`config.mk`:
```
export PLATFORM = sky130hd
export DESIGN_NAME = memory_stage
export DESIGN_NICKNAME = d
export VERILOG_FILES = /design/src/rtl/function_codes.sv /design/src/rtl/opcodes.sv /design/src/rtl/load_store_align.sv /design/src/rtl/memory_stage.sv
export SDC_FILE = /design/constraint.sdc
export NUM_CORES = 1
export LEC_CHECK = 0
export CAP_MARGIN = 20
export CORE_MARGIN = 5
export CORE_UTILIZATION = 42
export CTS_BUF_LIST = sky130_fd_sc_hd__clkbuf_4
export CTS_CLUSTER_DIAMETER = 60
export DETAILED_ROUTE_END_ITERATION = 7
export PLACE_DENSITY = 0.82
export SKIP_CTS_REPAIR_TIMING = 1
export SLEW_MARGIN = 20
export SYNTH_ARGS = -nofsm -noshare
export SYNTH_HDL_FRONTEND = slang
export SYNTH_SLANG_ARGS = --single-unit
```
`constraint.sdc`:
```
create_clock -name clk -period 3.1 [get_ports clk]
set_input_delay 0.93 -clock clk [delete_from_list [all_inputs] [get_ports clk]]
set_output_delay 0.93 -clock clk [all_outputs]
set_load 0.005 [all_outputs]
```
`src/rtl/function_codes.sv`:
```
// RV32I func3 encodings for the memory instructions and the access-width type.
package function_codes;

   localparam logic [2:0] LB  = 3'b000;
   localparam logic [2:0] LH  = 3'b001;
   localparam logic [2:0] LW  = 3'b010;
   localparam logic [2:0] LBU = 3'b100;
   localparam logic [2:0] LHU = 3'b101;

   localparam logic [2:0] SB  = 3'b000;
   localparam logic [2:0] SH  = 3'b001;
   localparam logic [2:0] SW  = 3'b010;

   typedef enum logic [1:0] {
      MEM_BYTE = 2'b00,
      MEM_HALF = 2'b01,
      MEM_WORD = 2'b10,
      MEM_RSVD = 2'b11
   } mem_width_e;

   // The low two func3 bits carry the access width; bit 2 selects zero-extension.
   function automatic mem_width_e widthOf(input logic [2:0] f3);
      return mem_width_e'(f3[1:0]);
   endfunction

endpackage

```
`src/rtl/opcodes.sv`:
```
// RV32I major opcodes shared by the pipeline stages.
package opcodes;

   localparam logic [6:0] LOAD     = 7'b0000011;
   localparam logic [6:0] STORE    = 7'b0100011;
   localparam logic [6:0] OP_IMM   = 7'b0010011;
   localparam logic [6:0] OP       = 7'b0110011;
   localparam logic [6:0] LUI      = 7'b0110111;
   localparam logic [6:0] AUIPC    = 7'b0010111;
   localparam logic [6:0] JAL      = 7'b1101111;
   localparam logic [6:0] JALR     = 7'b1100111;
   localparam logic [6:0] BRANCH   = 7'b1100011;
   localparam logic [6:0] MISC_MEM = 7'b0001111;
   localparam logic [6:0] SYSTEM   = 7'b1110011;

endpackage

```
`src/rtl/load_store_align.sv`:
```
// Combinational byte-lane steering for stores, alignment/width fault detection,
// and load-data extraction with sign or zero extension.
module load_store_align
   import function_codes::*;
#(
   parameter int XLEN = 32
) (
   input  logic            isStore,
   input  logic [2:0]      func3,
   input  logic [1:0]      offset,
   input  logic [XLEN-1:0] storeData,
   input  logic [XLEN-1:0] rdata,
   output logic [3:0]      wstrb,
   output logic [XLEN-1:0] wdata,
   output logic            fault,
   output logic [XLEN-1:0] loadData
);

   mem_width_e      width;
   logic [XLEN-1:0] shifted;

   assign width = widthOf(func3);

   // Fault rules: width alignment, the reserved width, 11x on any access, and
   // any zero-extend variant on a store.
   always_comb begin
      fault = 1'b0;
      wstrb = 4'b0000;
      wdata = storeData;
      case (width)
         MEM_BYTE: fault = 1'b0;
         MEM_HALF: fault = offset[0];
         MEM_WORD: fault = |offset;
         MEM_RSVD: fault = 1'b1;
      endcase
      if (func3[2] && func3[1]) fault = 1'b1;
      if (isStore && func3[2]) fault = 1'b1;
      if (isStore && !fault) begin
         case (width)
            MEM_BYTE: begin
               wstrb = 4'b0001 << offset;
               wdata = {(XLEN/8){storeData[7:0]}};
            end
            MEM_HALF: begin
               wstrb = 4'b0011 << offset;
               wdata = {(XLEN/16){storeData[15:0]}};
            end
            MEM_WORD: begin
               wstrb = 4'b1111;
               wdata = storeData;
            end
            MEM_RSVD: begin
               wstrb = 4'b0000;
               wdata = storeData;
            end
         endcase
      end
   end

   always_comb begin
      shifted  = rdata >> {offset, 3'b000};
      loadData = shifted;
      case (func3)
         LB:      loadData = {{(XLEN-8){shifted[7]}}, shifted[7:0]};
         LBU:     loadData = {{(XLEN-8){1'b0}}, shifted[7:0]};
         LH:      loadData = {{(XLEN-16){shifted[15]}}, shifted[15:0]};
         LHU:     loadData = {{(XLEN-16){1'b0}}, shifted[15:0]};
         LW:      loadData = shifted;
         default: loadData = shifted;
      endcase
   end

endmodule

```
`src/rtl/memory_stage.sv`:
```
// RV32I memory-access stage: word-aligned load/store over a valid/ready data
// port, with lane steering and load extension; other opcodes pass through.
module memory_stage
   import opcodes::*;
   import function_codes::*;
#(
   parameter int XLEN = 32,
   parameter int ILEN = 32
) (
   input  logic            clk,
   input  logic            rst,
   input  logic            in_valid,
   output logic            in_ready,
   input  logic [6:0]      opcode,
   input  logic [2:0]      func3,
   input  logic [XLEN-1:0] valE,
   input  logic [XLEN-1:0] valB,
   input  logic [ILEN-1:0] pc,
   output logic            dmem_req_valid,
   input  logic            dmem_req_ready,
   output logic [XLEN-1:0] dmem_addr,
   output logic            dmem_we,
   output logic [3:0]      dmem_wstrb,
   output logic [XLEN-1:0] dmem_wdata,
   input  logic            dmem_rsp_valid,
   input  logic [XLEN-1:0] dmem_rdata,
   output logic            out_valid,
   input  logic            out_ready,
   output logic [XLEN-1:0] valM,
   output logic [XLEN-1:0] valE_out,
   output logic [ILEN-1:0] pc_out,
   output logic            misaligned
);

   typedef enum logic [1:0] {
      IDLE,
      REQ,
      WAIT,
      DONE
   } mem_state_e;

   mem_state_e      state;
   mem_state_e      nextState;
   logic            isLoad;
   logic            isStore;
   logic            accept;
   logic            isLoadReg;
   logic [2:0]      func3Reg;
   logic [2:0]      alignFunc3;
   logic [1:0]      alignOffset;
   logic [3:0]      alignWstrb;
   logic [XLEN-1:0] alignWdata;
   logic [XLEN-1:0] alignLoadData;
   logic            alignFault;

   assign isLoad  = (opcode == LOAD);
   assign isStore = (opcode == STORE);
   assign accept  = in_valid && (state == IDLE);

   // While idle the aligner sees the incoming instruction; afterwards it sees
   // the latched func3/offset so load extraction lines up with the response.
   assign alignFunc3  = (state == IDLE) ? func3 : func3Reg;
   assign alignOffset = (state == IDLE) ? valE[1:0] : valE_out[1:0];

   load_store_align #(
      .XLEN(XLEN)
   ) u_align (
      .isStore   (isStore),
      .func3     (alignFunc3),
      .offset    (alignOffset),
      .storeData (valB),
      .rdata     (dmem_rdata),
      .wstrb     (alignWstrb),
      .wdata     (alignWdata),
      .fault     (alignFault),
      .loadData  (alignLoadData)
   );

   always_ff @(posedge clk) begin
      if (rst) begin
         state <= IDLE;
      end else begin
         state <= nextState;
      end
   end

   // Faulted or non-memory instructions skip the memory port and go straight to DONE.
   always_comb begin
      nextState      = state;
      in_ready       = 1'b0;
      dmem_req_valid = 1'b0;
      out_valid      = 1'b0;
      case (state)
         IDLE: begin
            in_ready = 1'b1;
            if (in_valid) begin
               nextState = ((isLoad || isStore) && !alignFault) ? REQ : DONE;
            end
         end
         REQ: begin
            dmem_req_valid = 1'b1;
            if (dmem_req_ready) nextState = WAIT;
         end
         WAIT: begin
            if (dmem_rsp_valid) nextState = DONE;
         end
         DONE: begin
            out_valid = 1'b1;
            if (out_ready) nextState = IDLE;
         end
      endcase
   end

   // valM defaults to valE at acceptance and is overwritten only by load data.
   always_ff @(posedge clk) begin
      if (rst) begin
         valM       <= '0;
         valE_out   <= '0;
         pc_out     <= '0;
         misaligned <= 1'b0;
         dmem_addr  <= '0;
         dmem_we    <= 1'b0;
         dmem_wstrb <= 4'b0000;
         dmem_wdata <= '0;
         func3Reg   <= 3'b000;
         isLoadReg  <= 1'b0;
      end else begin
         if (accept) begin
            valM       <= valE;
            valE_out   <= valE;
            pc_out     <= pc;
            misaligned <= isLoad && alignFault;
            dmem_addr  <= {valE[XLEN-1:2], 2'b00};
            dmem_we    <= isStore && !alignFault;
            dmem_wstrb <= alignWstrb;
            dmem_wdata <= alignWdata;
            func3Reg   <= func3;
            isLoadReg  <= isLoad;
         end
         if ((state == WAIT) && dmem_rsp_valid && isLoadReg) begin
            valM <= alignLoadData;
         end
      end
   end

endmodule

```
# [Word-level counts from Yosys, hierarchy flattened]
# Cells that the tools add are included.
[totals] regBits=170 output_inout_bits=169 wordCells=67
[op_classes] n_eq_ne=15 n_shift=3 n_mux=21 n_reduce_logical=17
[op_table] cell="32-bit one-hot mux with 4 select lines" count=1
[op_table] cell="32-bit 2-to-1 mux" count=3
[op_table] cell="32-bit one-hot mux with 3 select lines" count=1
[op_table] cell="32-bit by 5-bit right shift with 32-bit output" count=1
[op_table] cell="4-bit one-hot mux with 4 select lines" count=1
[op_table] cell="2-bit 2-to-1 mux" count=6
[op_table] cell="2-bit == test, second input constant" count=4
[op_table] cell="1-bit logical AND" count=8
[op_table] cell="2-bit inequality test, second input constant" count=4
[op_table] cell="2-bit one-hot mux with 4 select lines" count=1
[op_table] cell="7-bit by 2-bit == test with 1-bit output, second input constant" count=1
[op_table] cell="7-bit by 6-bit == test with 1-bit output, second input constant" count=1
[op_table] cell="3-bit == test, second input constant" count=2
[op_table] cell="1-bit 2-to-1 mux" count=5
[op_table] cell="2-bit by 1-bit == test with 1-bit output, second input constant" count=2
[op_table] cell="2-bit zero test" count=2
[op_table] cell="4-bit 2-to-1 mux" count=1
[op_table] cell="1-bit one-hot mux with 4 select lines" count=1
[op_table] cell="4-bit AND reduction" count=1
[op_table] cell="2-bit OR reduction" count=2
[op_table] cell="1-bit by 2-bit left shift with 4-bit output, first input constant" count=1
[op_table] cell="2-bit by 2-bit left shift with 4-bit output, first input constant" count=1
[op_table] cell="3-bit by 1-bit == test with 1-bit output, second input constant" count=1
[op_table] cell="3-bit zero test" count=1
[op_table] cell="other kinds (4)" count=4

# [Logic depth before layout (Yosys ltp)]
[logic_depth] depth_word=11 mapped_depth=11

# [Hierarchy]
# From an unflattened synthesis, not the netlist that was laid out.
[unflattened] hier_cells=851 hier_area_um2=6834.1
[modules_own_cells] mod="memory_stage" n_inst=1 cells_per_inst=668 area_per_inst_um2=5413.9 seq_area_each_um2=2802.7
[modules_own_cells] mod="load_store_align" n_inst=1 cells_per_inst=183 area_per_inst_um2=1420.1 seq_area_each_um2=0.0

# [Worst setup path after synthesis]
# Ideal clock, no wire load.
[synth_path] kind="input to register" startpoint="in opcode[6]" endpoint="reg dmem_wdata[22]" arrival_time_ps=2356 required_ps=3014 setup_slack_ps=659 cell_stages=7 path_cell_list="and4bb_2 > nand4_1 > or2_1 > buf_4 > buf_4 > mux2i_1 > a211oi_1"
[synth_between] elab_chain_len=6
[synth_lines] element="from (decl)" line_no="memory_stage.sv:14" text="input logic [6:0] opcode,"
[synth_lines] element="7-bit by 6-bit == test with 1-bit output *" line_no="memory_stage.sv:57" text="assign isStore = (opcode == STORE);"
[synth_lines] element="1-bit logical AND" line_no="load_store_align.sv:37" text="if (isStore && func3[2]) fault = 1'b1;"
[synth_lines] element="1-bit 2-to-1 mux" line_no="load_store_align.sv:37"
[synth_lines] element="1-bit zero test" line_no="load_store_align.sv:38" text="if (isStore && !fault) begin"
[synth_lines] element="1-bit logical AND *" line_no="load_store_align.sv:38"
[synth_lines] element="32-bit 2-to-1 mux *" line_no="load_store_align.sv:38"
[synth_lines] element="to (signal assigned)" line_no="memory_stage.sv:136" text="dmem_wdata <= alignWdata;"
[synth_lines] element="to (decl)" line_no="memory_stage.sv:24" text="output logic [XLEN-1:0] dmem_wdata,"
# Mark *: on every way between the ends. The rest lies on a longest branch, timed or not.
# A chain may end at the register's enable or synchronous reset.

# [Worst setup path in the final report]
[layout_path] startpoint="reg state[0]" endpoint="out in_ready"
[layout_between] elab_chain_len=2
[layout_lines] element="from (decl)" line_no="memory_stage.sv:42" text="mem_state_e state;"
[layout_lines] element="from (signal assigned)" line_no="memory_stage.sv:83" text="state <= nextState;"
[layout_lines] element="2-bit zero test" line_no="memory_stage.sv:93" text="case (state)"
[layout_lines] element="1-bit 2-to-1 mux" line_no="memory_stage.sv:93"
[layout_lines] element="to (decl)" line_no="memory_stage.sv:13" text="output logic in_ready,"
# Every way passes these cells.

==> results.py <==
metrics = {
    "setup_path": {
        "cp_num_buf_inv": 3,
        "worstPathMaxFanout": 12,
        "cp_slowest_cell": "clkdlybuf4s50_1",
        "path_cells": "inv_1 > ha_4 > buf_4 > clkdlybuf4s50_1",
        "crit_arrival_ns": 1.98,
        "cp_data_required_time_ns": 2.17,
        "slowest_delay_ns": 0.52,
        "cp-start-kind": "register",
        "crit_family": "buffers and inverters",
        "end_kind": "primary output",
        "critPathKind": "reg -> out",
    },
    "power_and_ir_drop": {
        "totalPowerFinal_mw": 6.63,
        "peakVddDrop_uv": 371,
        "leakage_nw": 3.70,
        "p_per_area_nw_per_um2": 667,
    },
    "timing": {
        "max_freq_ghz": 0.343,
        "finalSetupViolCount": 0,
        "tightest_slew_ns": 0.882,
        "min_period_ns": 2.91,
        "grt_setup_unrepaired": "false",
        "whs_ns": 0.458,
        "hold_viol_final": 0,
        "fin_crit_sh": 0.940,
        "skew_ns": 0.0183,
        "slew_headroom": 0.408,
        "slew_viol_final": 0,
    },
    "drt": {
        "routed.top_layer": "met4",
        "drc": 0,
        "wl_met2_mm": 10.9,
        "wirelength_mm": 23.1,
        "drtAntennaViolNets": 0,
        "num_vias": 7014,
        "drtIter0Drc": 568,
        "wire_per_inst_um": 17.4,
        "first_pass_iters": 5,
        "vias_per_cell": 5.27,
        "dr_wl_met3_mm": 2.44,
        "m1WireLength_mm": 9.20,
    },
    "floorplan": {
        "floorplan.initialDensity": 0.430,
        "die_w_um": 135,
        "die_area_um2": 18200,
        "num_rows": 45,
        "core-area_um2": 15300,
        "num_io_pins": 313,
        "die_y_um": 135,
    },
    "placed_design": {
        "place_hpwl_mm": 17.4,
        "gp_congestion": 0.871,
        "portBuffers": 310,
    },
    "clocking": {
        "cts-root-buf": "clkbuf_4",
        "cts.sink_count": 140,
        "htreeDepth": 4,
        "cts_tree": "yes",
        "clkTransAtPathRegs_ns": 0.11,
        "cts_buffers": 17,
        "cts_buffer_depth": 2,
        "clk_latency_ns": 0.54,
    },
    "final_layout": {
        "drive_gt1_frac": 0.0707,
        "final_cell_mix": "309 x clkdlybuf4s50_1, 257 x nand2_1, 140 x dfxtp_1",
        "syn_to_final_growth_pct": 51.4,
        "layout.cells.most_common": "clkdlybuf4s50_1",
        "nets": 1254,
    },
    "synthesis": {
        "syn_inst": 844,
        "ys_seq_area_frac": 0.427,
        "synth_area_um2": 6560,
        "synth_top_area_frac": 0.427,
        "synth_warnings": 0,
        "synth-async-reset-ratio": 0,
        "synthDistinctLibCells": 54,
        "ys_top_cells_by_area": "dfxtp_1 43%, nand2_1 15%, a21oi_1 9.7%, buf_4 4.0%, mux2i_1 3.5%",
        "synth-edff-count": 0,
        "syn_avg_cell_area_um2": 7.78,
        "synth_top_cell_by_area": "dfxtp_1",
        "synth_flop_cell": "dfxtp_1",
        "ys_ff_latch": 140,
    },
    "grt": {
        "grt_start_max_net_pins": 65,
        "grt_pass1_wl_mm": 35.6,
        "track_usage": 0.245,
        "grt_pass1_vias": 6719,
        "antenna_found_initial": 1,
        "globalRouteOverflowTotal": 0,
    },
    "worst_hold_path": {
        "hold_path_class": "reg -> reg",
    },
    "outcome": {
        "outcome": "complete, no violations",
    },
    "run": {
        "drv_cap": 0,
    },
}
worst paths after layout:
check	endpoint	cells after the start	slack (ns)	start
worst min register to register	pc_out[0]	2	0.46	pc_out[0]
worst min-delay path	pc_out[0]	2	0.46	pc_out[0]
worst max register to register	dmem_wdata[20]	9	0.62	state[0]
worst max-delay path	in_ready	4	0.19	state[0]
per-layer routing:
metal / vias to the layer above / global-route usage
li1: 3418 / -
met1: 3221 / 0.304
met2: 340 / 0.398
met3: 35 / 0.0846
met4: 0 / 0.0829
met5: - / 0
cells by family after synthesis:
| group | count (synthesis) | share of synthesized area |
|---|---|---|
| other | 1 | 0.000571 |
| adders and majority gates | 4 | 0.00763 |
| and+or+nand+nor | 340 | 0.210 |
| DFF | 140 | 0.427 |
| muxes | 28 | 0.0463 |
| buffers and inverters | 103 | 0.0848 |
| xor gates and xnor gates | 2 | 0.00267 |
| AOI/OAI and AO/OA | 226 | 0.221 |
worst register-to-register path, cell delays in order (launching register included):
cell	delay, ns
dfxtp_1	0.36
inv_1	0.13
ha_4	0.25
buf_4	0.23
mux2i_4	0.24
nand4_1	0.26
or2_1	0.30
buf_4	0.22
mux2i_1	0.14
a211oi_1	0.27
cell usage after synthesis, types with 2 or more instances:
cell type / number
a2111oi_0: 2
a211oi_1: 24
a21oi_1: 127
a22oi_1: 9
a311oi_1: 8
a31oi_1: 17
a32o_1: 8
buf_1: 10
buf_2: 7
buf_4: 35
buf_6: 4
clkbuf_1: 40
dfxtp_1: 140
ha_1: 4
inv_1: 7
mux2_2: 2
mux2i_1: 23
nand2_1: 258
nand2b_1: 2
nand3_1: 19
nor2_1: 38
nor3_1: 6
nor3_2: 2
nor3b_1: 3
nor4_1: 3
o21ai_0: 2
o31a_1: 8
o32ai_1: 2
o41a_1: 7
or2_1: 2
xor2_1: 2
metrics by stage:
stage               setup TNS [ns]  setup WS, ns   util  std cells  instance area (um^2)
global placement                 0       0.00530  0.634       1298                  9680
floorplan                        0         0.659      -        845                  6570
detailed placement         -0.0107       -0.0107  0.634       1298                  9680
CTS                         -0.136        -0.136  0.650       1329                  9920
finish                           0         0.186  0.651       1330                  9940
global route                     0        0.0404  0.651       1330                  9940
area by class of cell:
| class | count | area [um^2] |
|---|---|---|
| inverter | 7 | 26.3 |
| antenna | 1 | 2.50 |
| multi-input combinational | 602 | 3240 |
| sequential | 140 | 2800 |
| clock buffer | 23 | 173 |
| fill | 1330 | 5320 |
| timing repair buffer | 338 | 3360 |
| tap | 211 | 264 |
| clock inverter | 8 | 71.3 |
state kept, by name (all words and copies together), names as in the netlist:
register    flops
pc_out         32
isLoadReg       1
state           2
dmem_we         1
dmem_wstrb      4
misaligned      1
dmem_wdata     32
valM           32
func3Reg        3
valE_out       32
report_power, final:
| group | total, mW | switching [mW] | internal [mW] |
|---|---|---|---|
| Clock | 1.08 | 0.638 | 0.442 |
| Sequential | 2.34 | 0.212 | 2.13 |
| Combinational | 3.21 | 1.65 | 1.56 |
No activity file was read; power rests on OpenSTA's default activity.
